<file path="src/rtl/ysyx_22050854_ifu_if.sv">
// Instruction-memory read channel (AR/R) between the fetch unit and imem.
interface ysyx_22050854_ifu_if;
    logic        arvalid;
    logic [31:0] araddr;
    logic        arready;
    logic        rvalid;
    logic [31:0] rdata;
    logic [1:0]  rresp;
    logic        rready;

    modport master (
        output arvalid,
        output araddr,
        output rready,
        input  arready,
        input  rvalid,
        input  rdata,
        input  rresp
    );

    modport slave (
        input  arvalid,
        input  araddr,
        input  rready,
        output arready,
        output rvalid,
        output rdata,
        output rresp
    );
endinterface

</file>
<file path="src/rtl/ysyx_22050854_ifu.sv">
// Instruction fetch unit: one outstanding AR/R read at a time, presents the
// fetched word to ID and handles boot, redirect flushes, misalignment and bus errors.
module ysyx_22050854_ifu #(
    parameter logic [31:0] RESET_PC = 32'h8000_0000,
    parameter logic [31:0] NOP_INST = 32'h0000_0013
) (
    input  logic                       clock,
    input  logic                       reset,
    input  logic                       advance,
    input  logic [31:0]                next_pc,
    input  logic                       flush,
    input  logic [31:0]                flush_pc,
    ysyx_22050854_ifu_if.master        imem,
    output logic                       IDreg_valid,
    output logic [31:0]                id_pc,
    output logic [31:0]                id_inst,
    output logic                       id_fault
);

    typedef enum logic [1:0] {StBoot, StAr, StR, StHold} state_e;

    state_e      state_q, state_d;
    logic [31:0] req_pc_q, req_pc_d;
    logic        drop_q, drop_d;
    logic [31:0] pend_pc_q, pend_pc_d;
    logic        pend_v_q, pend_v_d;
    logic [31:0] id_pc_q, id_pc_d;
    logic [31:0] id_inst_q, id_inst_d;
    logic        id_fault_q, id_fault_d;
    logic        arvalid_q, rready_q, idv_q;
    logic [31:0] araddr_q;

    // Request to start a new fetch at go_pc this cycle.
    logic        go;
    logic [31:0] go_pc;
    logic        bus_err;

    assign bus_err = (imem.rresp != 2'b00);

    // Next-state logic: each state picks a redirect target, then a common
    // tail turns "start fetch" into AR or, if misaligned, a faulting HOLD.
    always_comb begin
        state_d    = state_q;
        req_pc_d   = req_pc_q;
        drop_d     = drop_q;
        pend_pc_d  = pend_pc_q;
        pend_v_d   = pend_v_q;
        id_pc_d    = id_pc_q;
        id_inst_d  = id_inst_q;
        id_fault_d = id_fault_q;
        go         = 1'b0;
        go_pc      = req_pc_q;

        unique case (state_q)
            StBoot: begin
                go    = 1'b1;
                go_pc = flush ? flush_pc : RESET_PC;
            end
            StAr: begin
                // Address must still be handed over; remember the redirect.
                if (flush) begin
                    drop_d    = 1'b1;
                    pend_pc_d = flush_pc;
                    pend_v_d  = 1'b1;
                end
                if (imem.arready) begin
                    state_d = StR;
                end
            end
            StR: begin
                if (imem.rvalid) begin
                    if (flush) begin
                        go       = 1'b1;
                        go_pc    = flush_pc;
                        drop_d   = 1'b0;
                        pend_v_d = 1'b0;
                    end else if (drop_q) begin
                        drop_d   = 1'b0;
                        go       = 1'b1;
                        go_pc    = pend_v_q ? pend_pc_q : req_pc_q;
                        pend_v_d = 1'b0;
                    end else begin
                        state_d    = StHold;
                        id_pc_d    = req_pc_q;
                        id_inst_d  = bus_err ? NOP_INST : imem.rdata;
                        id_fault_d = bus_err;
                    end
                end else if (flush) begin
                    drop_d    = 1'b1;
                    pend_pc_d = flush_pc;
                    pend_v_d  = 1'b1;
                end
            end
            StHold: begin
                if (flush) begin
                    go    = 1'b1;
                    go_pc = flush_pc;
                end else if (advance) begin
                    go    = 1'b1;
                    go_pc = next_pc;
                end
            end
        endcase

        if (go) begin
            req_pc_d = go_pc;
            if (go_pc[1:0] != 2'b00) begin
                state_d    = StHold;
                id_pc_d    = go_pc;
                id_inst_d  = NOP_INST;
                id_fault_d = 1'b1;
            end else begin
                state_d = StAr;
            end
        end
    end

    // State and registered outputs; outputs are decoded from the next state.
    always_ff @(posedge clock or negedge reset) begin
        if (!reset) begin
            state_q    <= StBoot;
            req_pc_q   <= RESET_PC;
            drop_q     <= 1'b0;
            pend_pc_q  <= 32'h0;
            pend_v_q   <= 1'b0;
            id_pc_q    <= RESET_PC;
            id_inst_q  <= NOP_INST;
            id_fault_q <= 1'b0;
            arvalid_q  <= 1'b0;
            araddr_q   <= RESET_PC;
            rready_q   <= 1'b0;
            idv_q      <= 1'b0;
        end else begin
            state_q    <= state_d;
            req_pc_q   <= req_pc_d;
            drop_q     <= drop_d;
            pend_pc_q  <= pend_pc_d;
            pend_v_q   <= pend_v_d;
            id_pc_q    <= id_pc_d;
            id_inst_q  <= id_inst_d;
            id_fault_q <= id_fault_d;
            arvalid_q  <= (state_d == StAr);
            araddr_q   <= req_pc_d;
            rready_q   <= (state_d == StR);
            idv_q      <= (state_d == StHold);
        end
    end

    assign imem.arvalid = arvalid_q;
    assign imem.araddr  = araddr_q;
    assign imem.rready  = rready_q;
    assign IDreg_valid  = idv_q;
    assign id_pc        = id_pc_q;
    assign id_inst      = id_inst_q;
    assign id_fault     = id_fault_q;

endmodule

</file>
<file path="src/flat_wrapper.sv">
// flat-port wrapper written by rule: the top's interface ports become plain ports
module ysyx_22050854_ifu_flat 
#(
    parameter logic [31:0] RESET_PC = 32'h8000_0000,
    parameter logic [31:0] NOP_INST = 32'h0000_0013
)
  (clock, reset, advance, next_pc, flush, flush_pc, IDreg_valid, id_pc, id_inst, id_fault, imem_arvalid, imem_araddr, imem_rready, imem_arready, imem_rvalid, imem_rdata, imem_rresp);
  ysyx_22050854_ifu_if imem_i ();
  input  logic clock;
  input  logic reset;
  input  logic advance;
  input  logic [31:0] next_pc;
  input  logic flush;
  input  logic [31:0] flush_pc;
  output logic IDreg_valid;
  output logic [31:0] id_pc;
  output logic [31:0] id_inst;
  output logic id_fault;
  output wire logic [$bits(imem_i.arvalid)-1:0] imem_arvalid;
  output wire logic [$bits(imem_i.araddr)-1:0] imem_araddr;
  output wire logic [$bits(imem_i.rready)-1:0] imem_rready;
  input wire logic [$bits(imem_i.arready)-1:0] imem_arready;
  input wire logic [$bits(imem_i.rvalid)-1:0] imem_rvalid;
  input wire logic [$bits(imem_i.rdata)-1:0] imem_rdata;
  input wire logic [$bits(imem_i.rresp)-1:0] imem_rresp;
  assign imem_arvalid = imem_i.arvalid;
  assign imem_araddr = imem_i.araddr;
  assign imem_rready = imem_i.rready;
  assign imem_i.arready = imem_arready;
  assign imem_i.rvalid = imem_rvalid;
  assign imem_i.rdata = imem_rdata;
  assign imem_i.rresp = imem_rresp;
  ysyx_22050854_ifu #(.RESET_PC(RESET_PC), .NOP_INST(NOP_INST)) u_core (.clock(clock), .reset(reset), .advance(advance), .next_pc(next_pc), .flush(flush), .flush_pc(flush_pc), .imem(imem_i), .IDreg_valid(IDreg_valid), .id_pc(id_pc), .id_inst(id_inst), .id_fault(id_fault));
endmodule
</file>
<file path="config.mk">
export PLATFORM = sky130hd
export DESIGN_NAME = ysyx_22050854_ifu_flat
export DESIGN_NICKNAME = d
export VERILOG_FILES = /design/src/rtl/ysyx_22050854_ifu_if.sv /design/src/rtl/ysyx_22050854_ifu.sv /design/src/flat_wrapper.sv
export SDC_FILE = /design/constraint.sdc
export NUM_CORES = 1
export LEC_CHECK = 0
export ABC_AREA = 1
export CAP_MARGIN = 20
export CORE_MARGIN = 2
export CORE_UTILIZATION = 35
export DETAILED_ROUTE_END_ITERATION = 16
export HOLD_SLACK_MARGIN = 0.1
export PLACE_DENSITY_LB_ADDON = 0.25
export SLEW_MARGIN = 20
export SYNTH_ARGS = -nofsm -noshare
export SYNTH_HDL_FRONTEND = slang
export SYNTH_SLANG_ARGS = --single-unit
</file>
<file path="constraint.sdc">
create_clock -name clock -period 2.6 [get_ports clock]
set_input_delay 0.52 -clock clock [delete_from_list [all_inputs] [get_ports clock]]
set_output_delay 0.52 -clock clock [all_outputs]
set_load 0.02 [all_outputs]
</file>
**Word level (Yosys, flattened, before mapping)**

Index checks and enable logic that the tools add are counted.
Widths: inputs -> output; s select.

- Reduce and logical (&&, ||, !) cells: 6
- Multiplexer cells: 51
- Eq/ne operators: 8

Operators with widths:

| operator | number |
|---|---|
| $mux 32 | 22 |
| $pmux 32 s3 | 1 |
| $pmux 32 s2 | 1 |
| $mux 1 | 17 |
| $mux 2 | 6 |
| $eq 2x2->1 const B | 4 |
| $reduce_bool 2->1 | 3 |
| $eq 2x1->1 const B | 2 |
| $ne 4x3->1 const B | 1 |
| $pmux 1 s2 | 2 |
| $pmux 2 s2 | 1 |
| $reduce_and 2->1 | 2 |
| $pmux 1 s3 | 1 |
| $logic_not 2->1 | 1 |
| $ne 2x2->1 const B | 1 |

- Output and inout bits: 100
- Input port bits: 104
- Logic and storage cells: 76
- Register bits after elaboration: 136

**Longest topological paths before layout**

Gate-level depths: netlist (run 1).

- Depth in word-level cells: 9
- Gate-level depth with buffers: 13
- Depth with buffers taken out: 12

**Worst setup path before layout (run 1)**

Ideal clock, no wire load.

- Path kind: reg-to-reg
- Start point: register u_core.state_q[0]
- End point: register u_core.id_fault_q (netlist: u_core.id_fault)
- Clock period less this slack: 1.821 ns
- Buffers on the path: 1
- Arrival: 1.701 ns
- Data required time: 2.480 ns
- Cell stages (with the launch flop): 14
- Setup time: 0.120 ns
- Path slack: 0.779 ns
- Cell sequence: dfrtp_1 inv_1 ha_1 nand2_2 clkinv_1 nand2_1 nand3_1 o21ai_2 inv_4 nand2_4 nand2_2 buf_4 inv_2 nand2_1

- Word-level cells in the longest chain between the ends: 5
- Elaborated cells on any way between the ends: 9
- Classes of those cells: eq/ne (2); mux (5); reduce/logical (2)

RTL lines:

| element | RTL line | source |
|---|---|---|
| start: declaration | ysyx_22050854_ifu.sv:22 | `state_e state_q, state_d;` |
| start signal: assignment | ysyx_22050854_ifu.sv:121 | `state_q <= StBoot;` |
| start signal: assignment | ysyx_22050854_ifu.sv:134 | `state_q <= state_d;` |
| $eq 2x2->1 or $logic_not 2->1 (tied branches) | ysyx_22050854_ifu.sv:54 | `unique case (state_q)` |
| $pmux 32 s3 | ysyx_22050854_ifu.sv:54 |  |
| $reduce_bool 2->1 | ysyx_22050854_ifu.sv:107 | `if (go_pc[1:0] != 2'b00) begin` |
| $mux 1 | ysyx_22050854_ifu.sv:107 |  |
| $mux 1 * | ysyx_22050854_ifu.sv:105 | `if (go) begin` |
| named net u_core.id_fault_d | ysyx_22050854_ifu.sv:29 | `logic id_fault_q, id_fault_d;` |
| end signal: assignment | ysyx_22050854_ifu.sv:141 | `id_fault_q <= id_fault_d;` |
| end: declaration | ysyx_22050854_ifu.sv:29 |  |

The timed path passes the listed nets; every way through them passes the cells marked *.
A chain may end at the register's enable or synchronous reset.

**Worst setup path in the final report (run 1)**

- Start point: register u_core.state_q[0]
- End point: register u_core.id_pc_q[8] (netlist: u_core.id_pc[8])

- Word-level cells in the longest chain between the ends: 5
- Elaborated cells on any way between the ends: 9
- Classes of those cells: eq/ne (2); mux (5); reduce/logical (2)

RTL lines:

| element | RTL line | source |
|---|---|---|
| $eq 2x2->1 or $logic_not 2->1 (tied branches) | ysyx_22050854_ifu.sv:54 |  |
| $pmux 32 s3 | ysyx_22050854_ifu.sv:54 |  |
| $reduce_bool 2->1 | ysyx_22050854_ifu.sv:107 |  |
| $mux 32 | ysyx_22050854_ifu.sv:107 |  |
| $mux 32 * | ysyx_22050854_ifu.sv:105 |  |
| named net u_core.id_pc_d[8] | ysyx_22050854_ifu.sv:27 | `logic [31:0] id_pc_q, id_pc_d;` |
| end signal: assignment | ysyx_22050854_ifu.sv:139 | `id_pc_q <= id_pc_d;` |
| end: declaration | ysyx_22050854_ifu.sv:27 |  |

Marked as above.

==> results of run 1 <==
[placed cells by master (no fill, tap or decap), drive strengths merged]
cell type      count
a21oi              3
a22oi             29
a31oi              2
buf               30
bufinv             3
clkbuf            19
clkdlybuf4s50    200
clkinv             6
clkinvlp           3
dfrtp            131
dfstp              5
diode              1
dlygate4sd3        1
ha                 4
inv               83
mux2               2
nand2            224
nand3            127
nor2              37
o211ai             3
o21ai            157
o22ai              3
[cells in the mapped netlist]
cell type,number,area [um^2]
clkinv_1,2,7.51
o21ai_0,153,766
nor2_2,1,6.26
a21oi_1,3,15.0
nor2_4,1,11.3
ha_1,4,50.1
o22ai_1,3,18.8
nand2_4,2,22.5
nand3_1,127,636
dfstp_2,5,131
buf_4,6,45.0
o21ai_1,3,15.0
o211ai_1,3,22.5
clkbuf_1,36,135
inv_4,1,6.26
nor2_1,35,131
a31oi_1,2,12.5
a22oi_1,29,218
o21ai_2,1,8.76
buf_2,21,105
nand2_2,3,18.8
nand2_1,219,822
mux2_2,2,22.5
inv_1,76,285
dfrtp_1,131,3280
inv_2,3,11.3
clkbuf_2,1,5.00
[cell type report]
cell class,count,area [um^2]
diodes,1,2.50
multi-input cells,591,2800
well taps,265,332
fillers,1885,9490
inverters,82,310
repair buffers,231,2310
clock inverters,13,170
clock buffers,19,443
flip-flops and latches,136,3410
[stage by stage]
step | utilization, % | hold slack (ps) | setup slack [ps]
after detailed placement | 47.5 | 473 | 239
final | 50.7 | 485 | 418
after global routing | 50.7 | 516 | 193
after floorplan | - | 224 | 779
after CTS | 50.7 | 473 | 399
after global placement | 47.5 | 467 | 274
[timing repair]
action	CTS	global route
hold buffers	1	0
endpoints found under the hold margin	45	0
buffers inserted	0	0
[registers in the layout, summed over array words and instances (netlist names), 2 cells and up]
name              cells
u_core.id_inst       32
u_core.id_pc         32
u_core.pend_pc_q     32
u_core.req_pc_q      32
u_core.state_q        2
[worst max-delay path, stage by stage (launching register included)]
cell	delay, ps
dfrtp_1	430
inv_1	130
ha_1	260
nand2_2	150
nand2_1	140
nand2_1	60
nand2_1	60
nand3_1	80
nand2_1	110
nand2_4	70
nand2_2	230
buf_12	240
nand2_1	80
nand2_1	60
[worst min-delay path by stage]
stage                              start                    to  slack (ps)  cells after the start
floorplan                          reset    u_core.IDreg_valid         220                      0
global placement    u_core.pend_pc_q[21]  u_core.pend_pc_q[21]         470                      2
detailed placement  u_core.pend_pc_q[30]  u_core.pend_pc_q[30]         470                      2
CTS                                flush       u_core.pend_v_q         470                      3
global route         u_core.pend_pc_q[7]   u_core.pend_pc_q[7]         520                      2
finish              u_core.pend_pc_q[26]  u_core.pend_pc_q[26]         490                      2
[power breakdown]
part	switching (mW)	internal (mW)
combinational	3.47	2.11
clock	0.984	1.54
sequential	0.451	2.89
total	4.90	6.55
[metal layers]
layer | vias up | part of all wire [%]
met4 | 0 | 2.0
met5 | - | 0
met3 | 32 | 8.3
met2 | 278 | 47
li1 | 3242 | -
met1 | 3178 | 43
[cell families after synthesis]
family                     synth area share, %
and+or+nand+nor                           24.2
buffers and inverters                     8.82
muxes                                    0.331
adders and majority gates                0.735
DFF                                       50.1
AOI/OAI and AO/OA                         15.8
==> results.yml, run 1 <==
status:
  status: "completed"
finish:
  synthToLayoutAreaGrowth_pct: 43.6
  post_route_cells_drive_above_1_share_pct: 7.56
  final_net_count: 1167
  finish.cell_count_without_fillers: 1338
  finalInstanceArea_mm2: 0.00978
clocking:
  cts-htree-levels: 4
  worst_skew_pair.late_latency_ps: 430
  cts_tree: "built"
  clockRootBuffer: "clkbuf_16"
  post_cts_resize_count: 0
  clkSinkCount: 136
  clock_transition_at_the_registers_of_the_reported_paths_ps: 60
  cts-buffers-inserted: 17
  max_clock_buf_depth: 2
timing:
  min_period_over_period_pct: 83.9
  tns_ps: 0
  max_slew_margin_pct: 66.1
  grt_setup_unrepaired: "no"
  timing_hold_violations_final: 0
  worstMarginPinSlew_ps: 508
  final_period_minus_worst_setup_slack_ps: 2180
  drv_slew: 0
  setup_viol: 0
  clock.fmax_mhz: 458
  final.setup_skew_ps: 7.31
floorplanning:
  fp.dieArea_mm2: 0.0206
  floorplan.io_pins: 204
  rows: 51
  die-height_um: 143
  die_width_um: 143
  core_area_mm2: 0.0193
  floorplan.initialDensity_pct: 35.3
placed_design:
  port_buffers: 203
  gp_routability_congestion: 0.840
  placed_cell_area_mm2: 0.00915
  post-place-cells: 1304
  total_half_perimeter_wirelength_after_legalization_and_detailed_placement_mm: 15.3
global_route:
  globalRouteTotalUtil_pct: 22.1
  globalRoute.busiestLayer: "met2"
  grtUsageMet1_pct: 29.1
  grt_antenna_before_repair: 2
  gr-usage-met3_pct: 5.16
  grt_first_pass_wirelength_mm: 34.9
  globalRouteOverflowTotal: 0
  first_global_vias: 6614
  grt_use_met2_pct: 35.6
  grt_max_degree: 61
drt:
  avgViaCountPerCell: 5.03
  tritonroute_pass_1_iters: 5
  vias: 6730
  route.detailed.drc: 0
  totalWireLength_mm: 22.2
  detail-route-antenna-nets: 0
  detail_route.wl_per_cell_um: 16.6
  drt_iter0_markers: 422
synth:
  synth_seq_cells: 136
  netlist_area_mm2: 0.00681
  avgSynthCellArea_um2: 7.80
  cell_count_after_synthesis: 873
  total_of_warnings_raised_by_yosys: 0
  synth.distinct_cells: 27
  synth.net_count: 981
  synth_sequential_area_ratio_pct: 50.1
setup_path:
  worst_setup_path_start_kind: "flop"
  crit-reg2reg-launch: "u_core.state_q[0]"
  worst_setup_path_category: "reg2reg"
  regToRegSetupSlack_ps: 420
  r2r_cells: 13
  worst-endpoint-required_ps: 2970
  rr_endpoint: "u_core.id_pc[8]"
  worst-path-max-fanout: 36
  cp_endpoint: "u_core.id_pc[8]"
  crit_start: "u_core.state_q[0]"
  critical_path_arrival_ps: 2550
  timing.critical_path.to_type: "flop"
hold_path:
  hold_path_class: "reg2reg"
power_and_ir_drop:
  post_layout_power_mw: 11.5
  p_leak_nw: 4.42
  pwr_density_cell_mw_per_mm2: 1170
  power.ir.vdd_worst_uv: 703
flow_run:
  cap_violations: 0
(Power assumes the default switching activity.)
==> run 2: changes to the inputs <==
==> constraint.sdc (replaced) <==
create_clock -name clock -period 1.9 [get_ports clock]
set_input_delay 0.38 -clock clock [delete_from_list [all_inputs] [get_ports clock]]
set_output_delay 0.38 -clock clock [all_outputs]
set_load 0.02 [all_outputs]
==> results.yml, run 2 (synthesis results as in run 1) <==
global_route:
  globalRouteOverflowTotal: 0
  first_global_vias: 6572
  grt_max_degree: 62
  grt_antenna_before_repair: 2
  grt_first_pass_wirelength_mm: 34.5
  globalRouteTotalUtil_pct: 21.8
clocking:
  clkSinkCount: 136
  cts-buffers-inserted: 17
  clock_transition_at_the_registers_of_the_reported_paths_ps: 60
  worst_skew_pair.late_latency_ps: 420
  cts-htree-levels: 4
  cts_tree: "built"
  clockRootBuffer: "clkbuf_16"
  max_clock_buf_depth: 2
finish:
  multi_input_comb_area_mm2: 0.00305
  post_route_cells_drive_above_1_share_pct: 14.2
  finalInstanceArea_mm2: 0.0104
  final_net_count: 1195
  mostFrequentLayoutCell: "clkdlybuf4s50_1"
  synthToLayoutAreaGrowth_pct: 53.1
  most-common-layout-cells: "clkdlybuf4s50_1 (195), nand2_1 (194), dfrtp_1 (130)"
  finalCoreUtilization_pct: 54.1
  seq_area_mm2: 0.00341
  nFillCells: 1816
timing:
  final.setup_skew_ps: 6.66
  max_slew_margin_pct: 71.2
  grt_setup_unrepaired: "yes"
  min_period_over_period_pct: 99.8
  clock.fmax_mhz: 527
  worst_hold_slack_ps: 355
  drv_slew: 0
  worstMarginPinSlew_ps: 432
  final_period_minus_worst_setup_slack_ps: 1900
  setup_viol: 0
  timing_hold_violations_final: 0
floorplanning:
  core_area_mm2: 0.0193
  floorplan.io_pins: 204
  die_width_um: 143
  rows: 51
  floorplan.initialDensity_pct: 35.3
  die-height_um: 143
  fp.dieArea_mm2: 0.0206
setup_path:
  rr_endpoint: "u_core.id_pc[8]"
  worst_setup_path_category: "reg2reg"
  crit_path_max_incr_delay_ps: 430
  cp_endpoint: "u_core.id_pc[8]"
  crit-reg2reg-launch: "u_core.state_q[0]"
  timing.critical_path.to_type: "flop"
  worst_setup_path_start_kind: "flop"
  critical_path.cell_chain: "inv_2 -> ha_4 -> nand2_4 -> nor2_4 -> nand2_1 -> nand2_1 -> nand3_2 -> nand2_4 -> nand2_8 -> nand2_8 -> clkbuf_16 -> nand2_1 -> nand2_1"
  critPathMostFrequentCell: "nand2_1"
  critical_path_arrival_ps: 2250
  worst-endpoint-required_ps: 2250
  crit_start: "u_core.state_q[0]"
  r2r_cells: 13
  worst-path-max-fanout: 6
  cp_slowest_cell: "dfrtp_1"
  regToRegSetupSlack_ps: 4
drt:
  avgViaCountPerCell: 5.00
  route.detailed.drc: 0
  tritonroute_pass_1_iters: 5
  drt_iter0_markers: 421
  totalWireLength_mm: 23.2
  detail_route.wl_per_cell_um: 17.0
  vias: 6827
  detail-route-antenna-nets: 0
placed_design:
  port_buffers: 203
  gp_routability_congestion: 0.846
  total_half_perimeter_wirelength_after_legalization_and_detailed_placement_mm: 15.1
  placed_cell_area_mm2: 0.00935
power_and_ir_drop:
  pwr_density_cell_mw_per_mm2: 1680
  p_leak_nw: 4.72
  power.ir.vdd_worst_uv: 866
status:
  status: "completed"
hold_path:
  hold_path_class: "in2reg"
flow_run:
  cap_violations: 0
[run 2: changes by cell type in the layout (fill, tap and decap cells not counted), sizes merged, moves of 2 or more]
cell	change
clkdlybuf4s50	-5
buf	+22
dlygate4sd2	+5
clkinv	+3
inv	-2
clkbuf	+5
[run 2: layout make-up]
class / count / share of cell area, %
antenna: 1 / 0.0240
clock buffer: 19 / 4.25
clock inverter: 13 / 1.25
inverter: 82 / 3.05
multi-input combinational: 592 / 29.3
sequential: 136 / 32.7
tap: 265 / 3.18
timing repair buffer: 258 / 26.3
[run 2: per-layer routing]
metal	part of all wire, %	global-route usage, %	vias up	wire length [um]
li1	-	-	3314	-
met1	43	27.7	3213	9950
met2	47	36.1	266	11000
met3	8.1	5.76	32	1890
met4	1.8	7.22	2	408
met5	0.056	0	-	13
[run 2: worst min-delay path by stage]
stage | start | to | cells past startpoint
final | flush | u_core.pend_v_q | 3
after global routing | flush | u_core.pend_v_q | 3
after CTS | flush | u_core.pend_v_q | 3
after detailed placement | reset | u_core.pend_pc_q[8] | 1
after global placement | reset | u_core.pend_pc_q[8] | 1
after floorplan | reset | u_core.IDreg_valid | 0
[run 2: report_power, final]
group | internal [mW] | switching [mW]
registers | 3.96 | 0.615
logic | 4.08 | 5.59
clock network | 1.95 | 1.29
[run 2: stage by stage]
stage | worst slack, ps | instances | total power, mW | setup TNS, ps
after floorplan | 78.9 | 873 | 9.12 | 0
after global placement | -133 | 1320 | 12.5 | -8190
after detailed placement | -205 | 1320 | 12.7 | -12900
after CTS | 23.7 | 1356 | 16.3 | 0
after global routing | -98.4 | 1365 | 18.6 | -5700
final | 3.95 | 1366 | 17.5 | 0
[run 2: repair_timing]
item                                   in CTS  in global routing
hold buffers                                1                  0
endpoints found under the hold margin      35                  0
pin swaps                                   1                 21
setup endpoints to repair                  97                 98
gates resized for setup                    16                 96
cloned                                      1                  8
setup buffers                               2                  2
[run 2: worst max-delay path: cells and delay by family, from the launching register on]
family                     cells  cell delay (ps)
adders and majority gates      1              170
and+or+nand+nor               10              940
buffers and inverters          2              290
DFF                            1              430
==> patch 1, RTL diff (flow settings as in run 1) <==
Put one more register stage on the output `id_fault`, without a reset. The value now appears one clock later. The other outputs are not delayed to match.
--- a/src/rtl/ysyx_22050854_ifu.sv
+++ b/src/rtl/ysyx_22050854_ifu.sv
@@ -152,7 +152,9 @@
     assign IDreg_valid  = idv_q;
     assign id_pc        = id_pc_q;
     assign id_inst      = id_inst_q;
-    assign id_fault     = id_fault_q;
+    always_ff @(posedge clock) begin
+        id_fault <= id_fault_q;
+    end
 
 endmodule
 
Formal check against the unedited RTL: not equivalent (a bounded check fails within 4 cycles, from zero or initial values and one cycle with reset low).
==> patch 1 against run 1 <==
Sequential cell count up 1. Synthesized area up 0.29%. Critical path type unchanged. Worst setup slack better by 0.026 ns. Routed wire length down 2.3%. Total power up 0.85%. Final area up 0.77%. Fmax up 1.2%. Combinational power up 0.7%.
==> patch 1: results (changes against run 1) <==
status completed (unchanged); M1 wire length 9740 µm (was 9450 µm); top sig layer met5 (was met4); met3 wire len 1780 µm (was 1850 µm); post-synthesis adder-cell area fraction 0.00733 (was 0.00735); initial antenna violation count 1 (was 2); vias in the first global route 6248 (was 6614); sw power 4.91 mW (was 4.90 mW); RePlAce Congestion 0.830 (was 0.840); max incr delay on CP 0.51 ns (was 0.43 ns); count of different cell masters after synthesis 28 (was 27); Lkg Pwr 4.46 nW (was 4.42 nW); Avg WL per Cell 16.2 µm (was 16.6 µm); FF+latch count 137 (was 136); CP arrival 2.51 ns (was 2.55 ns); signal buffers share of area 0.239 (was 0.236); initial DRC count 440 (was 422); Net Count, Synth 982 (was 981); DR WL met2 9860 µm (was 10500 µm); Filler cells 1846 (was 1885); Critical Path Fanout Max 40 (was 36); first-pass GRT wire length 33600 µm (was 34900 µm); final net count 1171 (was 1167); clock skew 0.00786 ns (was 0.00731 ns); Cell Count, Final, Fillers Out 1341 (was 1338); compound-gate portion of the synthesized area 0.158 (about the same); n_diodes 0 (was 1); vias per cell 5.03 (about the same); clk tree area frac 0.0635 (was 0.0627); largest net degree at the start of global routing 64 (was 61); GRT Resource Usage Total 0.212 (was 0.221); Plain + repair buffers 234 (was 231); Flop pwr share 0.291 (was 0.292)
patch 1: changes by cell type in the layout (fill, tap and decap cells not counted), sizes merged:
cell,before,now
clkinv,6,8
dfxtp,0,1
clkdlybuf4s50,200,202
clkbuf,19,17
buf,30,31
diode,1,0
inv,83,81
bufinv,3,4
clkinvlp,3,4
patch 1: timing repair:
item,in CTS,in global routing
setup endpoints to repair,0,0
gates resized for setup,0,0
hold buffers,1,0
hold endpoints to repair,37,0
patch 1: final timing paths:
check | startpoint | end | slack [ns] | cells past startpoint
max | u_core.state_q[1]$_DFF_PN0_ | u_core.id_pc[7]$_DFF_PN0_ | 0.44 | 12
min | u_core.id_fault_q$_DFF_PN0_ | u_core.id_fault$_DFF_P_ | 0.39 | 0
max reg2reg | u_core.state_q[1]$_DFF_PN0_ | u_core.id_pc[7]$_DFF_PN0_ | 0.44 | 12
min reg2reg | u_core.id_fault_q$_DFF_PN0_ | u_core.id_fault$_DFF_P_ | 0.39 | 0
max in group asynchronous | reset | u_core.id_inst[1]$_DFF_PN1_ | 1.28 | 3
min in group asynchronous | reset | u_core.id_inst[16]$_DFF_PN0_ | 0.57 | 2
patch 1: logic make-up (layout without fill, tap and decap cells):
family          after synthesis  count (layout)
compound gates              197             197
fa+ha+maj                     4               4
buf+inv                     146             348
flops                       137             137
mux                           2               2
simple gates                388             388
patch 1: per-stage QoR:
| step | instance area [µm²] | worst slack [ns] |
|---|---|---|
| after floorplan | 6830 | 0.779 |
| after CTS | 9850 | 0.431 |
| after global routing | 9850 | 0.271 |
| after detailed placement | 9220 | 0.176 |
| after global placement | 9220 | 0.216 |
| final | 9850 | 0.443 |
patch 1: metal layers:
metal / vias to the layer above / track usage
li1: 3253 / -
met1: 3172 / 0.288
met2: 289 / 0.340
met3: 28 / 0.0500
met4: 2 / 0.0619
met5: - / 0
==> patch 2, RTL diff (config.mk and constraints of run 1) <==
Without the edit above. `NOP_INST` is set to 32'h0000_0013 in 2 places; all go to 32'h00000009.
--- a/src/rtl/ysyx_22050854_ifu.sv
+++ b/src/rtl/ysyx_22050854_ifu.sv
@@ -2,7 +2,7 @@
 // fetched word to ID and handles boot, redirect flushes, misalignment and bus errors.
 module ysyx_22050854_ifu #(
     parameter logic [31:0] RESET_PC = 32'h8000_0000,
-    parameter logic [31:0] NOP_INST = 32'h0000_0013
+    parameter logic [31:0] NOP_INST = 32'h00000009
 ) (
     input  logic                       clock,
     input  logic                       reset,
--- a/src/flat_wrapper.sv
+++ b/src/flat_wrapper.sv
@@ -2,7 +2,7 @@
 module ysyx_22050854_ifu_flat 
 #(
     parameter logic [31:0] RESET_PC = 32'h8000_0000,
-    parameter logic [31:0] NOP_INST = 32'h0000_0013
+    parameter logic [31:0] NOP_INST = 32'h00000009
 )
   (clock, reset, advance, next_pc, flush, flush_pc, IDreg_valid, id_pc, id_inst, id_fault, imem_arvalid, imem_araddr, imem_rready, imem_arready, imem_rvalid, imem_rdata, imem_rresp);
   ysyx_22050854_ifu_if imem_i ();
Check against the original RTL: not equivalent (a bounded check fails within 4 cycles, from zero or initial values and one cycle with reset low).
==> patch 2 against run 1 <==
Combinational power up 2%. Total power fell by 1.4%. Sequential cell count did not move. Synthesized area hardly changed. Final area rose by 0.33%. Worst setup slack lost 0.034 ns. Die area hardly changed. Cell count increased by 0.90%. Clock power decreased by 9.9%. Routed wire length fell by 4.5%. Synthesized cell count is the same. Fmax decreased by 1.6%.
==> patch 2: results (changes against run 1) <==
status completed (unchanged); Critical Path Fanout Max 21 (was 36); vias in the first global route 6513 (was 6614); register area share after synthesis 0.500 (was 0.501); Worst Hold Path EP u_core.pend_pc_q[21]$_DFFE_PN0P_ (was u_core.pend_pc_q[26]$_DFFE_PN0P_); DR WL met2 9930 µm (was 10500 µm); CP arrival 2.56 ns (was 2.55 ns); count of different cell masters after synthesis 27 (unchanged); max incr delay on CP 0.41 ns (was 0.43 ns); Lkg Pwr 4.46 nW (was 4.42 nW); RePlAce Congestion 0.893 (was 0.840); VDD IR max 632 µV (was 703 µV); drt pass-1 iters 5 (unchanged); largest net degree at the start of global routing 52 (was 61); n_diodes 0 (was 1); routing usage on met3 0.0443 (was 0.0516); Flop pwr share 0.295 (was 0.292); Hold Crit Start u_core.pend_pc_q[21]$_DFFE_PN0P_ (was u_core.pend_pc_q[26]$_DFFE_PN0P_); Top Family by Delay on Critical Path simple AND/OR/NAND/NOR gates (unchanged); post-DP HPWL 15200 µm (was 15300 µm); placed insts 1317 (was 1304); M1 wire length 9330 µm (was 9450 µm); Avg WL per Cell 15.7 µm (was 16.6 µm); sw frac 0.437 (was 0.428); combinational power 5.68 mW (was 5.58 mW); GRT met1 Usage 0.276 (was 0.291); Cell Count, Final, Fillers Out 1350 (was 1338); clock network fraction of total power 0.202 (was 0.221); first-pass GRT wire length 33300 µm (was 34900 µm); most frequent cells after synthesis nand2_1, o21ai_0, dfrtp_1 (unchanged); clock skew 0.00901 ns (was 0.00731 ns); initial antenna violation count 0 (was 2); relative slew slack 0.661 (about the same); Filler cells 1916 (was 1885); Placed Area 9240 µm² (was 9150 µm²); dpl ws 0.122 ns (was 0.239 ns); vias 6624 (was 6730); final net count 1180 (was 1167); met2 global-route usage 0.334 (was 0.356); largest cells by area after synthesis dfrtp_1, nand2_1, o21ai_0, nand3_1, inv_1 (unchanged); share of post-route cells with drive strength above 1 0.0811 (was 0.0756); r2r endpoint u_core.id_inst[24]$_DFF_PN0_ (was u_core.id_pc[8]$_DFF_PN0_); initial DRC count 388 (was 422)
[patch 2: cells by family (layout without fill, tap and decap cells)]
family / count (synthesis) / in the layout / synth area share
compound gates: 197 / 197 / 0.158
fa+ha+maj: 4 / 4 / 0.00735
mux: 2 / 2 / 0.00331
buf+inv: 146 / 358 / 0.0909
simple gates: 388 / 388 / 0.240
flops: 136 / 136 / 0.500
[patch 2: area by class of cell]
| cell class | instances | area (µm²) | area share |
|---|---|---|---|
| clock buffer | 17 | 425 | 0.0434 |
| clock inverter | 15 | 133 | 0.0135 |
| inverter | 82 | 308 | 0.0314 |
| multi-input combinational | 591 | 2790 | 0.284 |
| sequential | 136 | 3410 | 0.347 |
| tap | 265 | 332 | 0.0338 |
| timing repair buffer | 244 | 2420 | 0.247 |
[patch 2: timing repair]
item,CTS,global route
hold endpoints to repair,46,0
endpoints found under the setup margin,0,0
setup buffers,0,0
hold buffers,1,0
